[config.mk]
export PLATFORM = sky130hd
export DESIGN_NAME = instruction_fetch
export DESIGN_NICKNAME = d
export VERILOG_FILES = /design/src/rtl/instruction_fetch.sv
export SDC_FILE = /design/constraint.sdc
export NUM_CORES = 1
export LEC_CHECK = 0
export ABC_AREA = 1
export CAP_MARGIN = 15
export CORE_UTILIZATION = 48
export CTS_BUF_LIST = sky130_fd_sc_hd__clkbuf_4 sky130_fd_sc_hd__clkbuf_8
export CTS_CLUSTER_SIZE = 25
export DETAILED_ROUTE_END_ITERATION = 8
export PLACE_DENSITY = 0.86
export SLEW_MARGIN = 20
export SYNTH_ARGS = -nofsm -noshare
export SYNTH_HDL_FRONTEND = slang
export SYNTH_SLANG_ARGS = --single-unit
[constraint.sdc]
create_clock -name clock -period 8.8 [get_ports clock]
set_input_delay 1.32 -clock clock [delete_from_list [all_inputs] [get_ports clock]]
set_output_delay 1.32 -clock clock [all_outputs]
set_load 0.02 [all_outputs]
[src/rtl/instruction_fetch.sv]
// instruction_fetch: owns the PC, reads a synchronous-read instruction memory
// and hands instructions to decode through a 2-entry FIFO with valid/ready.
// Optional build macro: JUMP_PREDECODE_EN (J words redirect fetch on capture).
// Ports:
//   clock, reset                       rising-edge clock, async active-high reset
//   mem_address / mem_q                word address out, read data in (1-edge latency)
//   instr_valid / instr_ready          decode handshake
//   instr / instr_pc                   head-of-queue word and its word address
//   redirect_valid / redirect_target   one-cycle fetch restart request
module instruction_fetch #(
    parameter int                    ADDR_WIDTH = 8,
    parameter int                    DATA_WIDTH = 32,
    parameter logic [ADDR_WIDTH-1:0] RESET_PC   = '0
) (
    input  logic                  clock,
    input  logic                  reset,
    output logic [ADDR_WIDTH-1:0] mem_address,
    input  logic [DATA_WIDTH-1:0] mem_q,
    output logic                  instr_valid,
    input  logic                  instr_ready,
    output logic [DATA_WIDTH-1:0] instr,
    output logic [ADDR_WIDTH-1:0] instr_pc,
    input  logic                  redirect_valid,
    input  logic [ADDR_WIDTH-1:0] redirect_target
);

    // RUN: a read was issued at the last edge, so its word is on mem_q now.
    // HOLD: issue was blocked by the credit check, nothing in flight.
    // RESTART: first cycle after a redirect, nothing in flight.
    typedef enum logic [1:0] {
        S_RUN,
        S_HOLD,
        S_RESTART
    } state_t;

    state_t                r_state;
    logic [ADDR_WIDTH-1:0] r_pc;
    logic [ADDR_WIDTH-1:0] r_inflight_pc;

    // Queue slot 0 is the head and directly drives the decode outputs.
    logic                  r_q0_vld;
    logic [DATA_WIDTH-1:0] r_q0_dat;
    logic [ADDR_WIDTH-1:0] r_q0_pc;
    logic                  r_q1_vld;
    logic [DATA_WIDTH-1:0] r_q1_dat;
    logic [ADDR_WIDTH-1:0] r_q1_pc;

    logic                  w_inflight;
    logic                  w_pop;
    logic [1:0]            w_occ;
    logic [2:0]            w_used;
    logic                  w_issue;
    logic                  w_jump;
    logic [ADDR_WIDTH-1:0] w_jump_tgt;

    logic                  w_n0_vld;
    logic [DATA_WIDTH-1:0] w_n0_dat;
    logic [ADDR_WIDTH-1:0] w_n0_pc;
    logic                  w_n1_vld;
    logic [DATA_WIDTH-1:0] w_n1_dat;
    logic [ADDR_WIDTH-1:0] w_n1_pc;

    assign mem_address = r_pc;
    assign instr_valid = r_q0_vld;
    assign instr       = r_q0_dat;
    assign instr_pc    = r_q0_pc;

    assign w_inflight = (r_state == S_RUN);
    assign w_pop      = r_q0_vld && instr_ready;
    assign w_occ      = {1'b0, r_q0_vld} + {1'b0, r_q1_vld};

    // Slots that will be committed after this edge if we issue now;
    // never underflows because a pop implies occupancy of at least 1.
    assign w_used  = {1'b0, w_occ} + {2'b0, w_inflight} - {2'b0, w_pop};
    assign w_issue = (w_used < 3'd2);

`ifdef JUMP_PREDECODE_EN
    assign w_jump     = w_inflight && (mem_q[31:26] == 6'b000010);
    assign w_jump_tgt = mem_q[ADDR_WIDTH-1:0];
`else
    assign w_jump     = 1'b0;
    assign w_jump_tgt = r_pc;
`endif

    // Next queue contents: shift on pop, then append the returning word
    // in the first free slot. The credit check keeps a slot free for it.
    always_comb begin
        w_n0_vld = r_q0_vld;
        w_n0_dat = r_q0_dat;
        w_n0_pc  = r_q0_pc;
        w_n1_vld = r_q1_vld;
        w_n1_dat = r_q1_dat;
        w_n1_pc  = r_q1_pc;
        if (w_pop) begin
            w_n0_vld = r_q1_vld;
            w_n0_dat = r_q1_dat;
            w_n0_pc  = r_q1_pc;
            w_n1_vld = 1'b0;
        end
        if (w_inflight) begin
            if (!w_n0_vld) begin
                w_n0_vld = 1'b1;
                w_n0_dat = mem_q;
                w_n0_pc  = r_inflight_pc;
            end else begin
                w_n1_vld = 1'b1;
                w_n1_dat = mem_q;
                w_n1_pc  = r_inflight_pc;
            end
        end
    end

    always_ff @(posedge clock or posedge reset) begin
        if (reset) begin
            r_state       <= S_RESTART;
            r_pc          <= RESET_PC;
            r_inflight_pc <= '0;
            r_q0_vld      <= 1'b0;
            r_q0_dat      <= '0;
            r_q0_pc       <= '0;
            r_q1_vld      <= 1'b0;
            r_q1_dat      <= '0;
            r_q1_pc       <= '0;
        end else if (redirect_valid) begin
            // Flush: the word returning next cycle is dropped because
            // nothing is marked in flight.
            r_state  <= S_RESTART;
            r_pc     <= redirect_target;
            r_q0_vld <= 1'b0;
            r_q1_vld <= 1'b0;
        end else begin
            r_q0_vld <= w_n0_vld;
            r_q0_dat <= w_n0_dat;
            r_q0_pc  <= w_n0_pc;
            r_q1_vld <= w_n1_vld;
            r_q1_dat <= w_n1_dat;
            r_q1_pc  <= w_n1_pc;
            if (w_jump) begin
                // The J word is kept; the sequential read is not issued.
                r_state <= S_RESTART;
                r_pc    <= w_jump_tgt;
            end else if (w_issue) begin
                r_state       <= S_RUN;
                r_inflight_pc <= r_pc;
                r_pc          <= r_pc + ADDR_WIDTH'(1);
            end else begin
                r_state <= S_HOLD;
            end
        end
    end

endmodule

==> summary.txt, run 1 <==
Outcome
  • Run status: completed

Detailed routing
  • Via Count: 4656
  • First-pass iteration count of the detailed router: 8
  • Mean number of vias per cell: 5.420
  • Number of remaining DRC errors: 0
  • DR iter-0 viols: 310
  • Number of nets with antenna violations after detailed routing: 0
  • Avg WL per Cell: roughly 14 um
  • Detailed Route WL: 12130 um

Placed design
  • Placed cells: ~840
  • Count of buffers inserted at the top-level ports: slightly above 90
  • Total placed instance area: 0.005872 sq mm
  • Detailed placement HPWL: 7794 um
  • Placer's final routability congestion estimate: 0.8583

Floorplanning
  • Full die area: between 0.01 and 0.015 sq mm
  • Ports placed on the boundary: 93
  • Horizontal extent of the die: 103.4 um
  • Row count: 36
  • Area of the core: between 0.009 and 0.01 sq mm
  • Die height: 103.4 um
  • Initial Util: 0.5003

Yosys
  • Synth Cell Area: 0.004935 sq mm
  • Post-synthesis net count: roughly 700
  • Total of flip-flops plus latches after synthesis: 100
  • Synth warnings: 0
  • Portion of the post-synthesis area used by sequential elements: 0.5074
  • Distinct cell type count of the synthesized netlist: 21
  • Number of standard cells after synthesis: ~650
  • Synthesized area divided by synthesized cell count: 7.557 sq um

Worst setup path
  • R2R setup slack: 5.57 ns
  • Cell with the biggest individual delay on the critical path: clkdlybuf4s50_1
  • Kind of capture point of the worst setup path: flop
  • Maximum net fanout on the critical path: 42
  • Series of cell instances along the critical path: clkdlybuf4s50_1, nand2_1, buf_4, inv_2, ha_1, inv_1, ha_1, nand2_1, nand2_1, nand2_1, nand3_2, inv_1, nand2_1, o21ai_0
  • Critical Path Start Type: primary input
  • Cell repeated most along the worst path: nand2_1
  • Launch instance of the worst register-to-register path: instr_valid$_DFF_PP0_
  • CP required: just over 9 ns
  • Critical path's largest stage delay: 0.42 ns
  • Worst setup path startpoint: instr_ready
  • Arrival time at the worst endpoint: roughly 4.3 ns
  • Critical Setup Path Class: primary input to flop

Finish
  • Diodes inserted: 0
  • Final standard cell area without fillers: 0.006081 sq mm
  • Fraction of final layout cells with drive strength greater than 1: 0.04408
  • Sequential cell area: 0.002504 sq mm
  • Area occupied by multi-input gates: 0.002036 sq mm
  • Layout-stage area growth over the synthesis result: 23.23%
  • Final Net Count: 769
  • Final std cells w/o fill: 859
  • FILL cells: 829
  • Final design utilization: 0.6164

Pwr
  • Peak supply drop: 0.0001201 V
  • Power density over the cells: between 200 and 250 mW/mm^2
  • Power consumption: between 1000 and 1500 uW
  • Static leakage: 0.003044 uW

STA
  • Setup repair after global routing missed its margin: no
  • Count of endpoints failing setup in the final report: 0
  • Share of the cycle needed by the critical path after routing: 0.4594
  • Tightest Pin Transition: 1.070 ns
  • Setup TNS Final: 0 ns
  • Max-slew headroom: 0.2852
  • Final hold violation count: 0
  • Fin crit period: 4.043 ns
  • Skew final: between 0.009 and 0.01 ns
  • Count of final max-slew check failures: 0
  • Maximum operating frequency: 247.4 MHz

Clock network
  • TritonCTS Buffers: 9
  • CTS hold repair buffers: 0
  • H-Tree Depth: 3
  • Clock latency on the worst-skew pair: between 0.3 and 0.4 ns
  • TritonCTS clock tree: done
  • Clock transition at the registers of the reported paths: 0.09 ns
  • Total of cells resized after clock tree synthesis: 0
  • Clock root buffer: clkbuf_8
  • Post-CTS Repair Setup Buffers: 0
  • Max Root-Sink Buffers: 2
  • Sink count of the clock tree: 100

Global route
  • Global-route total usage across every layer: 0.2435
  • Vias in the first global route: 4496
  • Largest net degree at the start of global routing: 82
  • First-pass GRT wire length: 20160 um
  • Number of antenna violations at the first check in global routing: 0
  • Overflow after GRT: 0

Job
  • Maximum capacitance violations: 0

Hold path
  • Min-Delay Startpoint: r_q1_dat[4]$_DFFE_PP0P_
  • Min-Delay Path Class: flop to flop
[Yosys cell counts]
library cell  count  area [sq um]
xor2_1            1         8.760
dfstp_2           1         26.28
buf_4             4         30.03
nand2_2           2         12.51
nand2_1         252         945.9
o21ai_1          10         50.05
inv_2             2         7.510
nand3_2           1         10.01
ha_1              4         50.05
buf_1             2         7.510
nand3_1         135         675.7
nand4_4           1         21.27
nor2_4            1         11.26
nor2_1            4         15.01
buf_2            16         80.08
xnor2_1           1         8.760
or2_2             1         6.260
o21ai_0          44         220.2
dfrtp_1          99          2477
inv_1            54         202.7
clkbuf_1         18         67.56
[cells in the final DEF (no fill, tap or decap), types with 2 or more instances in the layout]
cell,instances
nand2_2,2
o21ai_0,44
buf_4,5
clkbuf_8,11
ha_1,4
o21ai_1,10
dfrtp_1,99
clkdlybuf4s50_1,91
nor2_1,4
clkbuf_4,3
nand3_1,135
inv_2,2
inv_1,53
nand2_1,252
[path summary, 6_finish.rpt]
check	cells past startpoint	end
setup / recovery	14	r_inflight_pc[2]$_DFFE_PP0P_
hold / removal	2	r_q1_dat[4]$_DFFE_PP0P_
setup reg to reg	13	r_inflight_pc[2]$_DFFE_PP0P_
hold reg to reg	2	r_q1_dat[4]$_DFFE_PP0P_
max in group asynchronous	3	mem_address[0]$_DFFE_PP0P_
min in group asynchronous	2	instr[11]$_DFFE_PP0N_
[cells by family after synthesis]
kind of cell / after synthesis / share of synthesized area
buffers and inverters: 96 / 0.08012
and+or+nand+nor: 397 / 0.3441
AOI/OAI and AO/OA: 54 / 0.05477
adders and majority gates: 4 / 0.01014
xor gates and xnor gates: 2 / 0.003550
DFF: 100 / 0.5074
[routing by layer]
metal / share of wire / wire [um] / GRT usage
met2: 0.49 / 5915 / 0.4111
met5: 0 / 0 / 0
met1: 0.42 / 5094 / 0.3093
met3: 0.075 / 912 / 0.04772
met4: 0.017 / 204 / 0.09534
[worst max-delay path: cells and delay by family]
kind	cells	cell delay (ns)
AOI/OAI and AO/OA	1	0.08
adders and majority gates	2	0.69
buffers and inverters	5	1.55
and+or+nand+nor	6	0.65
[metrics by stage]
step	hold WS, ns	worst slack (ns)
floorplan	0.4534	4.863
global placement	0.4660	4.566
detailed placement	0.4733	4.420
CTS	0.4950	4.790
global route	0.5129	4.518
finish	0.4933	4.757
[state kept, by name (all words and copies together), names as in the netlist, 2 cells and up]
signal	cells
instr	32
instr_pc	8
mem_address	8
r_inflight_pc	8
r_q1_dat	32
r_q1_pc	8
r_state	2
[power by group]
| part | internal [uW] | switching [uW] |
|---|---|---|
| clock | 157 | 152 |
| combinational | 186 | 238 |
| sequential | 577 | 89.5 |
[cell type report]
cell class	instances	share of cell area
clock buffers	14	0.02860
flip-flops and latches	100	0.4117
clock inverters	2	0.005761
multi-input cells	457	0.3348
inverters	56	0.03498
well taps	133	0.02737
repair buffers	97	0.1568
Power figures use the tool's default switching activity.
==> run 2, diff against run 1 <==
==> constraint.sdc (replaced) <==
create_clock -name clock -period 3.76 [get_ports clock]
set_input_delay 0.564 -clock clock [delete_from_list [all_inputs] [get_ports clock]]
set_output_delay 0.564 -clock clock [all_outputs]
set_load 0.02 [all_outputs]
==> summary.txt, run 2 (synthesis gave the netlist of run 1 again) <==
STA
  • Maximum operating frequency: 393.0 MHz
  • Max-slew headroom: 0.3354
  • Setup repair after global routing missed its margin: no
  • Skew final: roughly 0.016 ns
  • Fin crit period: 2.545 ns
  • Tightest Pin Transition: 0.9969 ns
  • Final hold violation count: 0
  • Count of final max-slew check failures: 0
  • Setup WS post-layout: 1.215 ns
  • Share of the cycle needed by the critical path after routing: 0.6768
  • Setup TNS Final: 0 ns
  • Count of endpoints failing setup in the final report: 0

Clock network
  • Clock transition at the registers of the reported paths: 0.08 ns
  • Total of cells resized after clock tree synthesis: 0
  • Max Root-Sink Buffers: 2
  • TritonCTS Buffers: 9
  • CTS hold repair buffers: 0
  • Clock latency on the worst-skew pair: 0.37 ns
  • TritonCTS clock tree: done
  • Clock root buffer: clkbuf_8
  • Sink count of the clock tree: 100
  • H-Tree Depth: 3
  • Post-CTS Repair Setup Buffers: 0

Worst setup path
  • R2R cell count: 3
  • Arrival time at the worst endpoint: 2.79 ns
  • Endpoint of the most critical register-to-register path: r_q1_dat[25]$_DFFE_PP0P_
  • Critical Path Start Type: flop
  • Kind of capture point of the worst setup path: flop
  • R2R setup slack: approximately 1.2 ns
  • Critical Setup Path Class: flop to flop
  • Maximum net fanout on the critical path: 81
  • Worst setup path startpoint: r_state[0]$_DFF_PP0_
  • Launch instance of the worst register-to-register path: r_state[0]$_DFF_PP0_
  • CP required: 4.00 ns
  • Capturing element of the worst setup path: r_q1_dat[25]$_DFFE_PP0P_

Floorplanning
  • Area of the core: between 0.009 and 0.01 sq mm
  • Die height: 103.4 um
  • Ports placed on the boundary: 93
  • Row count: 36
  • Horizontal extent of the die: a little over 100 um
  • Full die area: 0.01069 sq mm
  • Initial Util: 0.5003

Finish
  • Layout-stage area growth over the synthesis result: 23.94%
  • Commonest cells after routing, fill and taps aside: nand2_1 (252), nand3_1 (135), dfrtp_1 (99), clkdlybuf4s50_1 (91), inv_1 (53)
  • Leading cell type in the layout, fill and taps excluded: nand2_1
  • Final standard cell area without fillers: 0.006116 sq mm
  • Diodes inserted: 0
  • Final design utilization: 0.6200
  • Fraction of final layout cells with drive strength greater than 1: 0.04801
  • Final Net Count: 772

Pwr
  • Static leakage: around 0.003 uW
  • Peak supply drop: 0.0002500 V
  • Power density over the cells: about 540 mW/mm^2

Placed design
  • Total placed instance area: 0.005894 sq mm
  • Placer's final routability congestion estimate: 0.8917
  • Count of buffers inserted at the top-level ports: 92
  • Worst slack after detailed placement: 1.083 ns
  • Detailed placement HPWL: 7689 um

Global route
  • Number of antenna violations at the first check in global routing: 0
  • Vias in the first global route: 4522
  • Overflow after GRT: 0
  • Largest net degree at the start of global routing: 90
  • Global-route total usage across every layer: 0.2473
  • First-pass GRT wire length: 20600 um

Detailed routing
  • Detailed Route WL: 12300 um
  • Number of nets with antenna violations after detailed routing: 0
  • First-pass iteration count of the detailed router: 5
  • DR iter-0 viols: 285
  • Avg WL per Cell: about 14 um
  • Mean number of vias per cell: 5.348
  • Number of remaining DRC errors: 0
  • Via Count: roughly 4600

Outcome
  • Run status: completed

Hold path
  • Min-Delay Path Class: flop to flop

Job
  • Maximum capacitance violations: 0
==> run 2: changes by cell type in the layout (fill, tap and decap cells not counted), sizes merged <==
cell | previous run | this run
bufinv | 1 | 2
buf | 6 | 9
clkbuf | 14 | 13
==> run 2: worst min-delay path by stage <==
stage | depth (start not counted) | start | endpoint | slack [ns]
after global placement | 2 | r_q1_dat[11]$_DFFE_PP0P_ | r_q1_dat[11]$_DFFE_PP0P_ | 0.47
after global routing | 2 | r_inflight_pc[0]$_DFFE_PP0P_ | r_inflight_pc[0]$_DFFE_PP0P_ | 0.52
after floorplan | 2 | r_q1_dat[0]$_DFFE_PP0P_ | r_q1_dat[0]$_DFFE_PP0P_ | 0.45
final | 2 | r_q1_pc[3]$_DFFE_PP0P_ | r_q1_pc[3]$_DFFE_PP0P_ | 0.49
after detailed placement | 2 | r_q1_dat[4]$_DFFE_PP0P_ | r_q1_dat[4]$_DFFE_PP0P_ | 0.47
after CTS | 2 | r_q1_pc[3]$_DFFE_PP0P_ | r_q1_pc[3]$_DFFE_PP0P_ | 0.50
==> run 2: area by class of cell <==
type,count,area (sq um)
Multi-Input combinational cell,457,2036
Inverter,56,215.2
Fill cell,817,3749
Sequential cell,100,2504
Clock buffer,13,153.9
Tap cell,133,166.4
Timing Repair Buffer,100,975.9
Clock inverter,3,65.06
==> run 2: stage by stage <==
stage,total power (uW),cells,hold slack (ns)
2_1_floorplan,2147,653,0.4534
3_3_place_gp,2517,846,0.4672
3_5_place_dp,2570,846,0.4734
4_1_cts,3328,862,0.4959
5_1_grt,3524,862,0.5155
6_report,3312,862,0.4902
==> run 2: power breakdown <==
group	internal, uW	switching, uW	total [uW]
clock network	405	352	756
registers	1350	206	1560
logic	437	562	999
total	2190	1120	3310
==> run 2: layer usage <==
layer / GRT usage / vias to the layer above / share of wire / routed length [um]
li1: - / 2214 / - / -
met1: 0.3149 / 2170 / 0.42 / 5117
met2: 0.4254 / 204 / 0.49 / 6016
met3: 0.03898 / 22 / 0.080 / 983
met4: 0.09317 / 0 / 0.015 / 184
met5: 0 / - / 0 / 0
==> run 2: worst max-delay path, cell delays in order, from the launching register on <==
cell and delay (ns):
dfrtp_1 0.40, nor2_4 0.56, nand4_4 0.91, o21ai_0 0.50
==> run 3, diff against run 2 <==
==> constraint.sdc (replaced) <==
create_clock -name clock -period 2.5 [get_ports clock]
set_input_delay 0.375 -clock clock [delete_from_list [all_inputs] [get_ports clock]]
set_output_delay 0.375 -clock clock [all_outputs]
set_load 0.02 [all_outputs]
==> summary.txt, run 3 (synthesis gave the netlist of run 1 again) <==
Clock network
  • Clock root buffer: clkbuf_8
  • Post-CTS Repair Setup Buffers: 0
  • H-Tree Depth: 3
  • TritonCTS Buffers: 9
  • Sink count of the clock tree: 100
  • Clock transition at the registers of the reported paths: ~0.09 ns
  • Total of cells resized after clock tree synthesis: 0
  • Clock latency on the worst-skew pair: about 0.36 ns
  • TritonCTS clock tree: done
  • Max Root-Sink Buffers: 2
  • CTS hold repair buffers: 0

Worst setup path
  • Critical Path Start Type: flop
  • Arrival time at the worst endpoint: 2.24 ns
  • Cell repeated most along the worst path: nand2_1
  • Endpoint of the most critical register-to-register path: r_inflight_pc[3]$_DFFE_PP0P_
  • Kind of capture point of the worst setup path: flop
  • Critical path's largest stage delay: 0.46 ns
  • Launch instance of the worst register-to-register path: instr_valid$_DFF_PP0_
  • CP required: 2.74 ns
  • Maximum net fanout on the critical path: 14
  • R2R cell count: 12
  • Critical Setup Path Class: flop to flop
  • Cell with the biggest individual delay on the critical path: dfrtp_1
  • R2R setup slack: 0.50 ns
  • Series of cell instances along the critical path: nand2_1, inv_2, ha_1, inv_1, ha_1, nand2_1, nand2_1, nand2_1, nand3_2, buf_4, nand2_1, o21ai_1

STA
  • Share of the cycle needed by the critical path after routing: 0.7998
  • Fin crit period: 1.999 ns
  • Maximum operating frequency: roughly 500 MHz
  • Skew final: around 0.01 ns
  • Tightest Pin Transition: 0.6208 ns
  • Minimum hold slack: 0.4240 ns
  • Final hold violation count: 0
  • Setup repair after global routing missed its margin: no
  • Count of final max-slew check failures: 0
  • Max-slew headroom: 0.5861
  • Setup TNS Final: 0 ns
  • Count of endpoints failing setup in the final report: 0

Finish
  • FILL cells: 820
  • Leading cell type in the layout, fill and taps excluded: nand2_1
  • Diodes inserted: 0
  • Fraction of final layout cells with drive strength greater than 1: 0.05450
  • Layout-stage area growth over the synthesis result: 25.28%
  • Commonest cells after routing, fill and taps aside: nand2_1 (252), nand3_1 (135), dfrtp_1 (99), clkdlybuf4s50_1 (91), inv_1 (53)
  • Area occupied by multi-input gates: 0.002036 sq mm
  • Sequential cell area: approximately 0.0025 sq mm
  • Final Net Count: about 780

Detailed routing
  • DR iter-0 viols: roughly 300
  • First-pass iteration count of the detailed router: 5
  • Via Count: 4668
  • Number of nets with antenna violations after detailed routing: 0
  • Mean number of vias per cell: 5.384
  • Number of remaining DRC errors: 0
  • Avg WL per Cell: 14.36 um
  • Detailed Route WL: 12450 um

Pwr
  • Static leakage: 0.003088 uW
  • Power density over the cells: approximately 800 mW/mm^2
  • Peak supply drop: 0.0004206 V

Global route
  • Global-route total usage across every layer: 0.2509
  • Vias in the first global route: 4611
  • Number of antenna violations at the first check in global routing: 0
  • First-pass GRT wire length: 20750 um
  • Overflow after GRT: 0
  • Largest net degree at the start of global routing: 57

Placed design
  • Count of buffers inserted at the top-level ports: 92
  • Placer's final routability congestion estimate: 0.8341
  • Detailed placement HPWL: 8135 um

Floorplanning
  • Row count: 36
  • Area of the core: 0.009864 sq mm
  • Ports placed on the boundary: just over 90
  • Initial Util: 0.5003
  • Die height: about 100 um
  • Full die area: 0.01069 sq mm
  • Horizontal extent of the die: 103.4 um

Hold path
  • Min-Delay Path Class: primary input to async pin

Job
  • Maximum capacitance violations: 0

Outcome
  • Run status: completed
run 3: cell types whose count changed in the layout (fill, tap and decap cells not counted):
cell        previous run  this run
clkbuf_4               4         0
buf_12                 0         3
buf_4                  8        10
clkbuf_8               9        11
clkinv_4               0         2
clkinvlp_4             0         2
bufinv_16              2         1
inv_6                  1         0
run 3: per-layer routing:
metal / up-vias / share of wire / global-route usage
met2: 204 / 0.48 / 0.4177
met5: - / 0 / 0
li1: 2221 / - / -
met4: 0 / 0.014 / 0.1051
met1: 2223 / 0.44 / 0.3227
met3: 20 / 0.067 / 0.04637
run 3: worst max-delay path, delay by kind of cell (launching register included):
family	cells	cell delay, ns
AO/OA/AOI/OAI	1	0.08
adder cells (fa/ha/maj)	2	0.53
buffers and inverters	3	0.29
flip-flops	1	0.46
AND/OR/NAND/NOR	6	0.52
run 3: worst max-delay path by stage:
stage                                startpoint                            to  slack (ns)  cells past startpoint
final                     instr_valid$_DFF_PP0_  r_inflight_pc[3]$_DFFE_PP0P_        0.50                     12
after global routing      instr_valid$_DFF_PP0_    mem_address[2]$_DFFE_PP0P_        0.33                     13
after CTS                 instr_valid$_DFF_PP0_  r_inflight_pc[3]$_DFFE_PP0P_        0.51                     12
after detailed placement            instr_ready  r_inflight_pc[3]$_DFFE_PP0P_        0.21                     13
after global placement              instr_ready    mem_address[2]$_DFFE_PP0P_        0.24                     14
after floorplan           instr_valid$_DFF_PP0_  r_inflight_pc[0]$_DFFE_PP0P_        0.31                     13
run 3: area by class of cell:
type / instances / share of cell area
Clock inverter: 5 / 0.009715
Timing Repair Buffer: 105 / 0.1700
Inverter: 56 / 0.03461
Tap cell: 133 / 0.02692
Sequential cell: 100 / 0.4050
Multi-Input combinational cell: 457 / 0.3293
Clock buffer: 11 / 0.02449
run 3: power breakdown:
group / internal [uW] / switching [uW]
combinational: 673 / 852
sequential: 2030 / 313
clock: 519 / 551
run 3: metrics by stage:
| stage | total power [uW] | std cells | utilization | cell area, sq um | setup WS (ns) |
|---|---|---|---|---|---|
| final | 4941 | 867 | 0.6267 | 6182 | 0.5006 |
| after CTS | 4956 | 867 | 0.6267 | 6182 | 0.5135 |
| after floorplan | 3230 | 653 | - | 4938 | 0.3134 |
| after global placement | 3800 | 851 | 0.6053 | 5971 | 0.2435 |
| after detailed placement | 3889 | 851 | 0.6053 | 5971 | 0.2106 |
| after global routing | 5264 | 867 | 0.6267 | 6182 | 0.3279 |
